--- src/rtl/button_event_pkg.sv ---
// Shared types and helpers for the button event arbiter: event/state encodings and
// timing conversion used to size the prescaler and per-button counters.
package button_event_pkg;

    typedef enum logic [1:0] {
        EvtPress   = 2'd0,
        EvtRelease = 2'd1,
        EvtLong    = 2'd2,
        EvtRepeat  = 2'd3
    } evt_type_e;

    typedef enum logic [1:0] {
        StIdle    = 2'd0,
        StPressed = 2'd1,
        StHeld    = 2'd2
    } btn_state_e;

    localparam int unsigned EVT_BTN_W = 3;

    function automatic int unsigned ms_to_ticks(input int unsigned freq_hz,
                                                input int unsigned ms);
        return (freq_hz / 1000) * ms;
    endfunction

    // Bits needed to hold values 0..max_val without wrapping.
    function automatic int unsigned cnt_width(input int unsigned max_val);
        return (max_val < 2) ? 1 : $clog2(max_val + 1);
    endfunction

endpackage

--- src/rtl/btn_press_fsm.sv ---
// Per-button press tracker: level register, IDLE/PRESSED/HELD FSM with ms counter,
// and a single pending event slot with sticky overflow.
module btn_press_fsm
    import button_event_pkg::*;
#(
    parameter int unsigned LONG_PRESS_MS = 500,
    parameter int unsigned REPEAT_MS     = 100
) (
    input  logic      clk,
    input  logic      n_rst,
    input  logic      i_level,
    input  logic      i_ms_tick,
    input  logic      i_ack,
    output logic      o_pend,
    output evt_type_e o_type,
    output logic      o_overflow
);

    localparam int unsigned CNT_MAX = (LONG_PRESS_MS > REPEAT_MS) ? LONG_PRESS_MS : REPEAT_MS;
    localparam int unsigned CNT_W   = cnt_width(CNT_MAX);
    localparam logic [CNT_W-1:0] LONG_LAST   = CNT_W'(LONG_PRESS_MS - 1);
    localparam logic [CNT_W-1:0] REPEAT_LAST = CNT_W'(REPEAT_MS - 1);

    logic             r_level;
    btn_state_e       r_state;
    logic [CNT_W-1:0] r_cnt;
    logic             r_pend;
    evt_type_e        r_type;
    logic             r_overflow;

    btn_state_e       w_state_d;
    logic [CNT_W-1:0] w_cnt_d;
    logic             w_raise;
    evt_type_e        w_raise_type;

    // Edges are inferred from the registered level against the FSM state, so a single
    // level register suffices and a level held through reset reads as a fresh press.
    always_comb begin
        w_state_d    = r_state;
        w_cnt_d      = r_cnt;
        w_raise      = 1'b0;
        w_raise_type = EvtPress;
        case (r_state)
            StIdle: begin
                if (r_level) begin
                    w_state_d = StPressed;
                    w_cnt_d   = '0;
                    w_raise   = 1'b1;
                end
            end
            StPressed: begin
                if (!r_level) begin
                    w_state_d    = StIdle;
                    w_cnt_d      = '0;
                    w_raise      = 1'b1;
                    w_raise_type = EvtRelease;
                end else if (i_ms_tick) begin
                    if (r_cnt == LONG_LAST) begin
                        w_state_d    = StHeld;
                        w_cnt_d      = '0;
                        w_raise      = 1'b1;
                        w_raise_type = EvtLong;
                    end else begin
                        w_cnt_d = r_cnt + CNT_W'(1);
                    end
                end
            end
            StHeld: begin
                if (!r_level) begin
                    w_state_d    = StIdle;
                    w_cnt_d      = '0;
                    w_raise      = 1'b1;
                    w_raise_type = EvtRelease;
                end else if (i_ms_tick) begin
                    if (r_cnt == REPEAT_LAST) begin
                        w_cnt_d      = '0;
                        w_raise      = 1'b1;
                        w_raise_type = EvtRepeat;
                    end else begin
                        w_cnt_d = r_cnt + CNT_W'(1);
                    end
                end
            end
            default: begin
                w_state_d = StIdle;
                w_cnt_d   = '0;
            end
        endcase
    end

    always_ff @(posedge clk or negedge n_rst) begin
        if (!n_rst) begin
            r_level    <= 1'b0;
            r_state    <= StIdle;
            r_cnt      <= '0;
            r_pend     <= 1'b0;
            r_type     <= EvtPress;
            r_overflow <= 1'b0;
        end else begin
            r_level <= i_level;
            r_state <= w_state_d;
            r_cnt   <= w_cnt_d;
            // A slot being accepted this cycle is free for the new event.
            if (w_raise) begin
                if (!r_pend || i_ack) begin
                    r_pend <= 1'b1;
                    r_type <= w_raise_type;
                end else begin
                    r_overflow <= 1'b1;
                end
            end else if (i_ack) begin
                r_pend <= 1'b0;
            end
        end
    end

    assign o_pend     = r_pend;
    assign o_type     = r_type;
    assign o_overflow = r_overflow;

endmodule

--- src/rtl/button_event_arbiter.sv ---
// Button event arbiter: shared ms prescaler, one press FSM per button, and a
// round-robin arbiter driving a registered valid/ready event output.
module button_event_arbiter
    import button_event_pkg::*;
#(
    parameter int unsigned NUM_BTN       = 4,
    parameter int unsigned CLOCK_FREQ    = 24000000,
    parameter int unsigned LONG_PRESS_MS = 500,
    parameter int unsigned REPEAT_MS     = 100
) (
    input  logic                 clk,
    input  logic                 n_rst,
    input  logic [NUM_BTN-1:0]   btn_level,
    output logic                 evt_valid,
    input  logic                 evt_ready,
    output logic [EVT_BTN_W-1:0] evt_btn,
    output logic [1:0]           evt_type,
    output logic [NUM_BTN-1:0]   overflow
);

    localparam int unsigned PRESC_DIV =
        (ms_to_ticks(CLOCK_FREQ, 1) > 0) ? ms_to_ticks(CLOCK_FREQ, 1) : 1;
    localparam int unsigned PRESC_W = cnt_width(PRESC_DIV - 1);
    localparam logic [PRESC_W-1:0] PRESC_LAST = PRESC_W'(PRESC_DIV - 1);

    logic [PRESC_W-1:0]   r_presc;
    logic                 w_ms_tick;

    logic [NUM_BTN-1:0]   w_pend;
    evt_type_e            w_type [NUM_BTN];
    logic [NUM_BTN-1:0]   w_ack;
    logic [NUM_BTN-1:0]   w_elig;

    logic                 w_hi_found;
    logic                 w_lo_found;
    logic [EVT_BTN_W-1:0] w_hi_idx;
    logic [EVT_BTN_W-1:0] w_lo_idx;
    evt_type_e            w_hi_type;
    evt_type_e            w_lo_type;
    logic                 w_win_valid;
    logic [EVT_BTN_W-1:0] w_win_idx;
    evt_type_e            w_win_type;

    logic                 r_evt_valid;
    logic [EVT_BTN_W-1:0] r_evt_btn;
    evt_type_e            r_evt_type;
    logic [EVT_BTN_W-1:0] r_last;

    assign w_ms_tick = (r_presc == PRESC_LAST);

    always_ff @(posedge clk or negedge n_rst) begin
        if (!n_rst) begin
            r_presc <= '0;
        end else begin
            r_presc <= w_ms_tick ? '0 : r_presc + PRESC_W'(1);
        end
    end

    for (genvar g = 0; g < NUM_BTN; g++) begin : g_btn
        btn_press_fsm #(
            .LONG_PRESS_MS (LONG_PRESS_MS),
            .REPEAT_MS     (REPEAT_MS)
        ) u_btn_press_fsm (
            .clk        (clk),
            .n_rst      (n_rst),
            .i_level    (btn_level[g]),
            .i_ms_tick  (w_ms_tick),
            .i_ack      (w_ack[g]),
            .o_pend     (w_pend[g]),
            .o_type     (w_type[g]),
            .o_overflow (overflow[g])
        );
    end

    // The presented slot stays pending until accepted, so it is excluded from the next pick.
    always_comb begin
        w_ack  = '0;
        w_elig = w_pend;
        for (int i = 0; i < NUM_BTN; i++) begin
            if (r_evt_valid && (r_evt_btn == EVT_BTN_W'(i))) begin
                w_ack[i]  = evt_ready;
                w_elig[i] = 1'b0;
            end
        end
    end

    // Round-robin: first eligible index above r_last wins, else first at or below it.
    always_comb begin
        w_hi_found = 1'b0;
        w_lo_found = 1'b0;
        w_hi_idx   = '0;
        w_lo_idx   = '0;
        w_hi_type  = EvtPress;
        w_lo_type  = EvtPress;
        for (int i = 0; i < NUM_BTN; i++) begin
            if (w_elig[i]) begin
                if (EVT_BTN_W'(i) > r_last) begin
                    if (!w_hi_found) begin
                        w_hi_found = 1'b1;
                        w_hi_idx   = EVT_BTN_W'(i);
                        w_hi_type  = w_type[i];
                    end
                end else if (!w_lo_found) begin
                    w_lo_found = 1'b1;
                    w_lo_idx   = EVT_BTN_W'(i);
                    w_lo_type  = w_type[i];
                end
            end
        end
        w_win_valid = w_hi_found | w_lo_found;
        w_win_idx   = w_hi_found ? w_hi_idx : w_lo_idx;
        w_win_type  = w_hi_found ? w_hi_type : w_lo_type;
    end

    always_ff @(posedge clk or negedge n_rst) begin
        if (!n_rst) begin
            r_evt_valid <= 1'b0;
            r_evt_btn   <= '0;
            r_evt_type  <= EvtPress;
            r_last      <= EVT_BTN_W'(NUM_BTN - 1);
        end else if (!r_evt_valid || evt_ready) begin
            r_evt_valid <= w_win_valid;
            if (w_win_valid) begin
                r_evt_btn  <= w_win_idx;
                r_evt_type <= w_win_type;
                r_last     <= w_win_idx;
            end
        end
    end

    assign evt_valid = r_evt_valid;
    assign evt_btn   = r_evt_btn;
    assign evt_type  = r_evt_type;

endmodule

--- config.mk ---
export PLATFORM = sky130hd
export DESIGN_NAME = button_event_arbiter
export DESIGN_NICKNAME = d
export VERILOG_FILES = /design/src/rtl/button_event_pkg.sv /design/src/rtl/btn_press_fsm.sv /design/src/rtl/button_event_arbiter.sv
export SDC_FILE = /design/constraint.sdc
export NUM_CORES = 1
export LEC_CHECK = 0
export ABC_AREA = 1
export ABC_CLOCK_PERIOD_IN_PS = 5300
export CAP_MARGIN = 20
export CELL_PAD_IN_SITES_DETAIL_PLACEMENT = 0
export CELL_PAD_IN_SITES_GLOBAL_PLACEMENT = 1
export CORE_UTILIZATION = 35
export CTS_CLUSTER_DIAMETER = 200
export DETAILED_ROUTE_END_ITERATION = 12
export PLACE_DENSITY = 0.73
export SLEW_MARGIN = 30
export SYNTH_ARGS = -nofsm -noshare
export SYNTH_HDL_FRONTEND = slang
export SYNTH_HIERARCHICAL = 1
export SYNTH_SLANG_ARGS = --single-unit
export TNS_END_PERCENT = 20
--- constraint.sdc ---
create_clock -name clk -period 5.3 [get_ports clk]
set_input_delay 0.795 -clock clk [delete_from_list [all_inputs] [get_ports clk]]
set_output_delay 0.795 -clock clk [all_outputs]
set_load 0.01 [all_outputs]
==> out/qor.log <==
INFO  sta            layout_min_cycle_time=2.76ns
INFO  clock_tree     post_cts_hold_buffer_count=0
INFO  logic_synthesis synth_largest_type_area_fraction=37.3%
INFO  final_layout   fillCellCount=1,678
INFO  power_and_ir_drop share_seq_of_total_power=32.3%
INFO  worst_setup_path timing.critical_path.arrival=3.00ns
INFO  grt            grtUsageTotal=14.9%
INFO  worst_hold_path worst_hold_path.num_cells=2
INFO  clock_tree     cts_repair_resize_count=0
INFO  placed_design  postPlaceCellArea=6050µm²
INFO  worst_hold_path worst_hold_startpoint=g_btn[2].u_btn_press_fsm/o_overflow
INFO  logic_synthesis synthMostInstantiatedCell=sky130_fd_sc_hd__nand2_1
INFO  die            dieArea=16,600µm²
INFO  die            initial_core_utilization=35.6%
INFO  power_and_ir_drop switching_share=42.3%
INFO  clock_tree     clock_buffer_count_from_cts=9
INFO  sta            worst_slew_pin_slew=0.658ns
INFO  placed_design  dpl.cell_count=986
INFO  worst_setup_path rr_endpoint=g_btn[3].u_btn_press_fsm/r_cnt[8]
INFO  route          detailedRoute.firstIterationViolations=209
INFO  worst_setup_path crit_type=register to register
INFO  grt            first_global_vias=4,241
INFO  die            core-area=15,800µm²
INFO  power_and_ir_drop power.combinational.fraction=43.6%
INFO  route          detail_routed_net_length_per_standard_cell=11.2µm
INFO  worst_setup_path worst-endpoint-required=5.54ns
INFO  logic_synthesis synth_area_leader_cell=sky130_fd_sc_hd__dfrtp_1
INFO  sta            final-max-slew-violation-count=0
INFO  run            maxCapViolations=0
INFO  worst_setup_path reg2reg_setup_slack=2.54ns
INFO  placed_design  place.port_buffers=15
INFO  logic_synthesis synth_common_cells=sky130_fd_sc_hd__nand2_1, sky130_fd_sc_hd__inv_1, sky130_fd_sc_hd__nor2_1
INFO  final_layout   sequential_cell_area=2150µm²
INFO  route          via_count=4,497
INFO  route          drc=0
INFO  logic_synthesis synth.lib_cells_used.distinct=36
INFO  grt            grt_max_degree=51
INFO  clock_tree     cts.htree.levels=3
INFO  grt            grt_pass1_wl=19,700µm
INFO  logic_synthesis synth.area.top_cells=sky130_fd_sc_hd__dfrtp_1, sky130_fd_sc_hd__nand2_1, sky130_fd_sc_hd__inv_1
INFO  final_layout   layout.cell_area.non_filler=6350µm²
INFO  sta            timing.final.setup_violations=0
INFO  sta            setup_repair_after_global_routing_missed_its_margin=false
INFO  final_layout   antenna_cells=0
INFO  worst_hold_path hold-path-endpoint=g_btn[2].u_btn_press_fsm/o_overflow
INFO  worst_setup_path worstRegToRegCells=15
INFO  logic_synthesis postSynthNetCount=783
INFO  worst_setup_path critical-path-slowest-cell=sky130_fd_sc_hd__inv_1
INFO  sta            fin_setup_tns=0ns
INFO  worst_setup_path critPathLaunchType=register
INFO  placed_design  gpl.final_weighted_congestion=0.764
INFO  logic_synthesis synth_enable_flop_cells=0
INFO  grt            initial_antenna_violation_count=0
INFO  logic_synthesis synthesis.yosys.warnings=6
INFO  route          first_drt_pass_iteration_count=4
INFO  route          route.antenna.remaining_nets=0
INFO  worst_hold_path min_path_type=register to register
INFO  worst_setup_path rr_startpoint=r_presc[0]
INFO  clock_tree     worst_skew_pair.late_latency=0.34ns
INFO  outcome        run_status=finished clean
INFO  route          postRouteWirelength=11,200µm
INFO  clock_tree     clockRootBuffer=sky130_fd_sc_hd__clkbuf_16
INFO  clock_tree     tritoncts=yes
INFO  logic_synthesis syn_area=5640µm²
INFO  final_layout   utilization=40.1%
INFO  sta            final.period_utilization=52.1%
INFO  final_layout   syn2layout_area_growth=12.6%
INFO  final_layout   final_layout_size_suffix_gt1_share=15.3%
INFO  sta            fin_skew=0.00608ns
INFO  worst_setup_path biggest_fanout_along_the_worst_timing_path=16
INFO  power_and_ir_drop static-leakage-power=3.10nW
INFO  grt            overflow=0
INFO  die            fp.dieH=129µm
INFO  logic_synthesis ys_dominant_reg_cell=sky130_fd_sc_hd__dfrtp_1
INFO  placed_design  post-dp-hpwl=8550µm
INFO  power_and_ir_drop power.switching=1.13mW
INFO  logic_synthesis syn-mean-instance-area=7.46µm²
INFO  logic_synthesis yosys_register_bits=86
INFO  worst_setup_path worst_setup_path_end_kind=register
INFO  die            core.rowCount=46
INFO  die            io_pins=17
INFO  power_and_ir_drop worst_voltage_drop_across_the_vdd_grid=0.179mV
INFO  power_and_ir_drop power.internal=1.53mW
INFO  die            chipWidth=129µm
INFO  sta            fmax=0.362GHz
INFO  logic_synthesis synth-seq-area-share=38.2%
INFO  clock_tree     clock_tree.buffer_depth=2
INFO  clock_tree     cts_setup_buffers=0
INFO  final_layout   combined_area_of_the_multi_input_logic_cells=2960µm²
INFO  clock_tree     clk_pin_slew_worst_paths=0.06ns
INFO  final_layout   final_std_cells_w_o_fill=1,001
INFO  sta            finalHoldViolCount=0
INFO  power_and_ir_drop power_frac_clock=24.0%
INFO  final_layout   nets=809
INFO  logic_synthesis post_synth_inst_count=755
INFO  power_and_ir_drop pd_cells=419nW/µm²
INFO  logic_synthesis share_of_flip_flops_with_an_asynchronous_set_or_reset_after_synthesis=100%
INFO  worst_setup_path critical_path.max_stage_delay=0.39ns
INFO  worst_setup_path critical_path.cell_chain=ha_1 > nand3_1 > nor3_2 > nand2_1 > inv_1 > nand2_1 > inv_1 > buf_4 > inv_1 > a21oi_4 > inv_4 > nor2_4 > nand3_2 > nand2_1 > a21oi_2
INFO  sta            timing.max_slew.rel_slack=56.2%
INFO  clock_tree     cts.sinks=86
INFO  route          routed_via_density=4.49
[sequential cells by signal, indices dropped and copies added, names as in the netlist]
signal and cells:
evt_btn 2, evt_type 2, evt_valid 1, g_btn.u_btn_press_fsm/o_overflow 4, g_btn.u_btn_press_fsm/o_pend 4, g_btn.u_btn_press_fsm/o_type 8
g_btn.u_btn_press_fsm/r_cnt 36, g_btn.u_btn_press_fsm/r_level 4, g_btn.u_btn_press_fsm/r_state 8, r_last 2, r_presc 15
[cell usage in the layout (no fill, tap or decap), types with 7 or more instances in the layout]
| cell | synthesis | layout |
|---|---|---|
| sky130_fd_sc_hd__nor2_4 | 8 | 8 |
| sky130_fd_sc_hd__inv_2 | 8 | 8 |
| sky130_fd_sc_hd__clkdlybuf4s50_1 | 0 | 14 |
| sky130_fd_sc_hd__o21ai_0 | 25 | 25 |
| sky130_fd_sc_hd__ha_1 | 21 | 21 |
| sky130_fd_sc_hd__inv_1 | 116 | 116 |
| sky130_fd_sc_hd__nor2_2 | 12 | 12 |
| sky130_fd_sc_hd__a21oi_1 | 22 | 22 |
| sky130_fd_sc_hd__xor2_1 | 7 | 7 |
| sky130_fd_sc_hd__a21oi_2 | 8 | 8 |
| sky130_fd_sc_hd__nand3_1 | 55 | 55 |
| sky130_fd_sc_hd__o21ai_2 | 8 | 8 |
| sky130_fd_sc_hd__a21oi_4 | 8 | 8 |
| sky130_fd_sc_hd__clkbuf_16 | 0 | 9 |
| sky130_fd_sc_hd__nand3_2 | 11 | 11 |
| sky130_fd_sc_hd__nand2_1 | 183 | 183 |
| sky130_fd_sc_hd__dfrtp_1 | 84 | 84 |
| sky130_fd_sc_hd__nand4_1 | 22 | 22 |
| sky130_fd_sc_hd__nand2_2 | 21 | 21 |
| sky130_fd_sc_hd__nor2_1 | 86 | 86 |
[worst max path at each step]
stage | start | to | slack (ns) | cells after the start
after floorplan | r_presc[0] | g_btn[0].u_btn_press_fsm/r_cnt[7] | 2.87 | 14
after global placement | r_presc[0] | g_btn[3].u_btn_press_fsm/r_cnt[8] | 2.64 | 15
after detailed placement | r_presc[0] | g_btn[3].u_btn_press_fsm/r_cnt[8] | 2.50 | 15
after CTS | r_presc[0] | g_btn[3].u_btn_press_fsm/r_cnt[8] | 2.49 | 15
after global routing | r_presc[0] | g_btn[3].u_btn_press_fsm/r_cnt[8] | 2.22 | 15
final | r_presc[0] | g_btn[3].u_btn_press_fsm/r_cnt[8] | 2.54 | 15
[power by group through the flow]
stage	Sequential [mW]	Combinational, mW	Clock [mW]
2_1_floorplan	0.856	0.919	0
3_3_place_gp	0.874	1.18	0
3_5_place_dp	0.872	1.17	0
4_1_cts	0.862	1.18	0.665
5_1_grt	0.877	1.34	0.691
6_report	0.860	1.16	0.640
[critical path: cells and delay by family, from the launching register on]
| kind | cells | cell delay [ns] |
|---|---|---|
| compound gates | 2 | 0.28 |
| fa+ha+maj | 1 | 0.18 |
| buf+inv | 5 | 0.99 |
| flops | 1 | 0.37 |
| simple gates | 7 | 0.82 |
[area by class of cell]
| type | instances | area share [%] |
|---|---|---|
| Inverter | 132 | 7.96 |
| Timing Repair Buffer | 17 | 2.56 |
| Clock inverter | 5 | 0.926 |
| Clock buffer | 10 | 3.77 |
| Tap cell | 216 | 4.26 |
| Sequential cell | 86 | 33.9 |
| Multi-Input combinational cell | 535 | 46.6 |
[per-layer routing]
layer	share of wire, %	vias up	global-route usage, %	wire length [µm]
li1	-	2429	-	-
met1	54	2035	21.0	6020
met2	43	21	22.9	4790
met3	1.6	12	2.16	180
met4	1.6	0	6.02	177
met5	0	-	0	0
[kinds of logic (layout without fill, tap and decap cells)]
logic type	count (synthesis)	count (layout)	share of synthesized area, %
flip-flops	86	86	38.2
other	1	1	0.0665
XOR/XNOR	8	8	1.24
adder cells (fa/ha/maj)	21	21	4.66
AO/OA/AOI/OAI	85	85	10.7
AND/OR/NAND/NOR	420	420	35.8
buffers and inverters	134	164	9.30
[metrics by stage]
stage | setup slack [ns] | total power, mW | hold WS [ns]
3_5_place_dp | 2.50 | 2.04 | 0.456
5_1_grt | 2.22 | 2.90 | 0.469
6_report | 2.54 | 2.66 | 0.464
2_1_floorplan | 2.87 | 1.77 | 0.433
3_3_place_gp | 2.64 | 2.05 | 0.445
4_1_cts | 2.49 | 2.70 | 0.464
(Power assumes the default switching activity.)
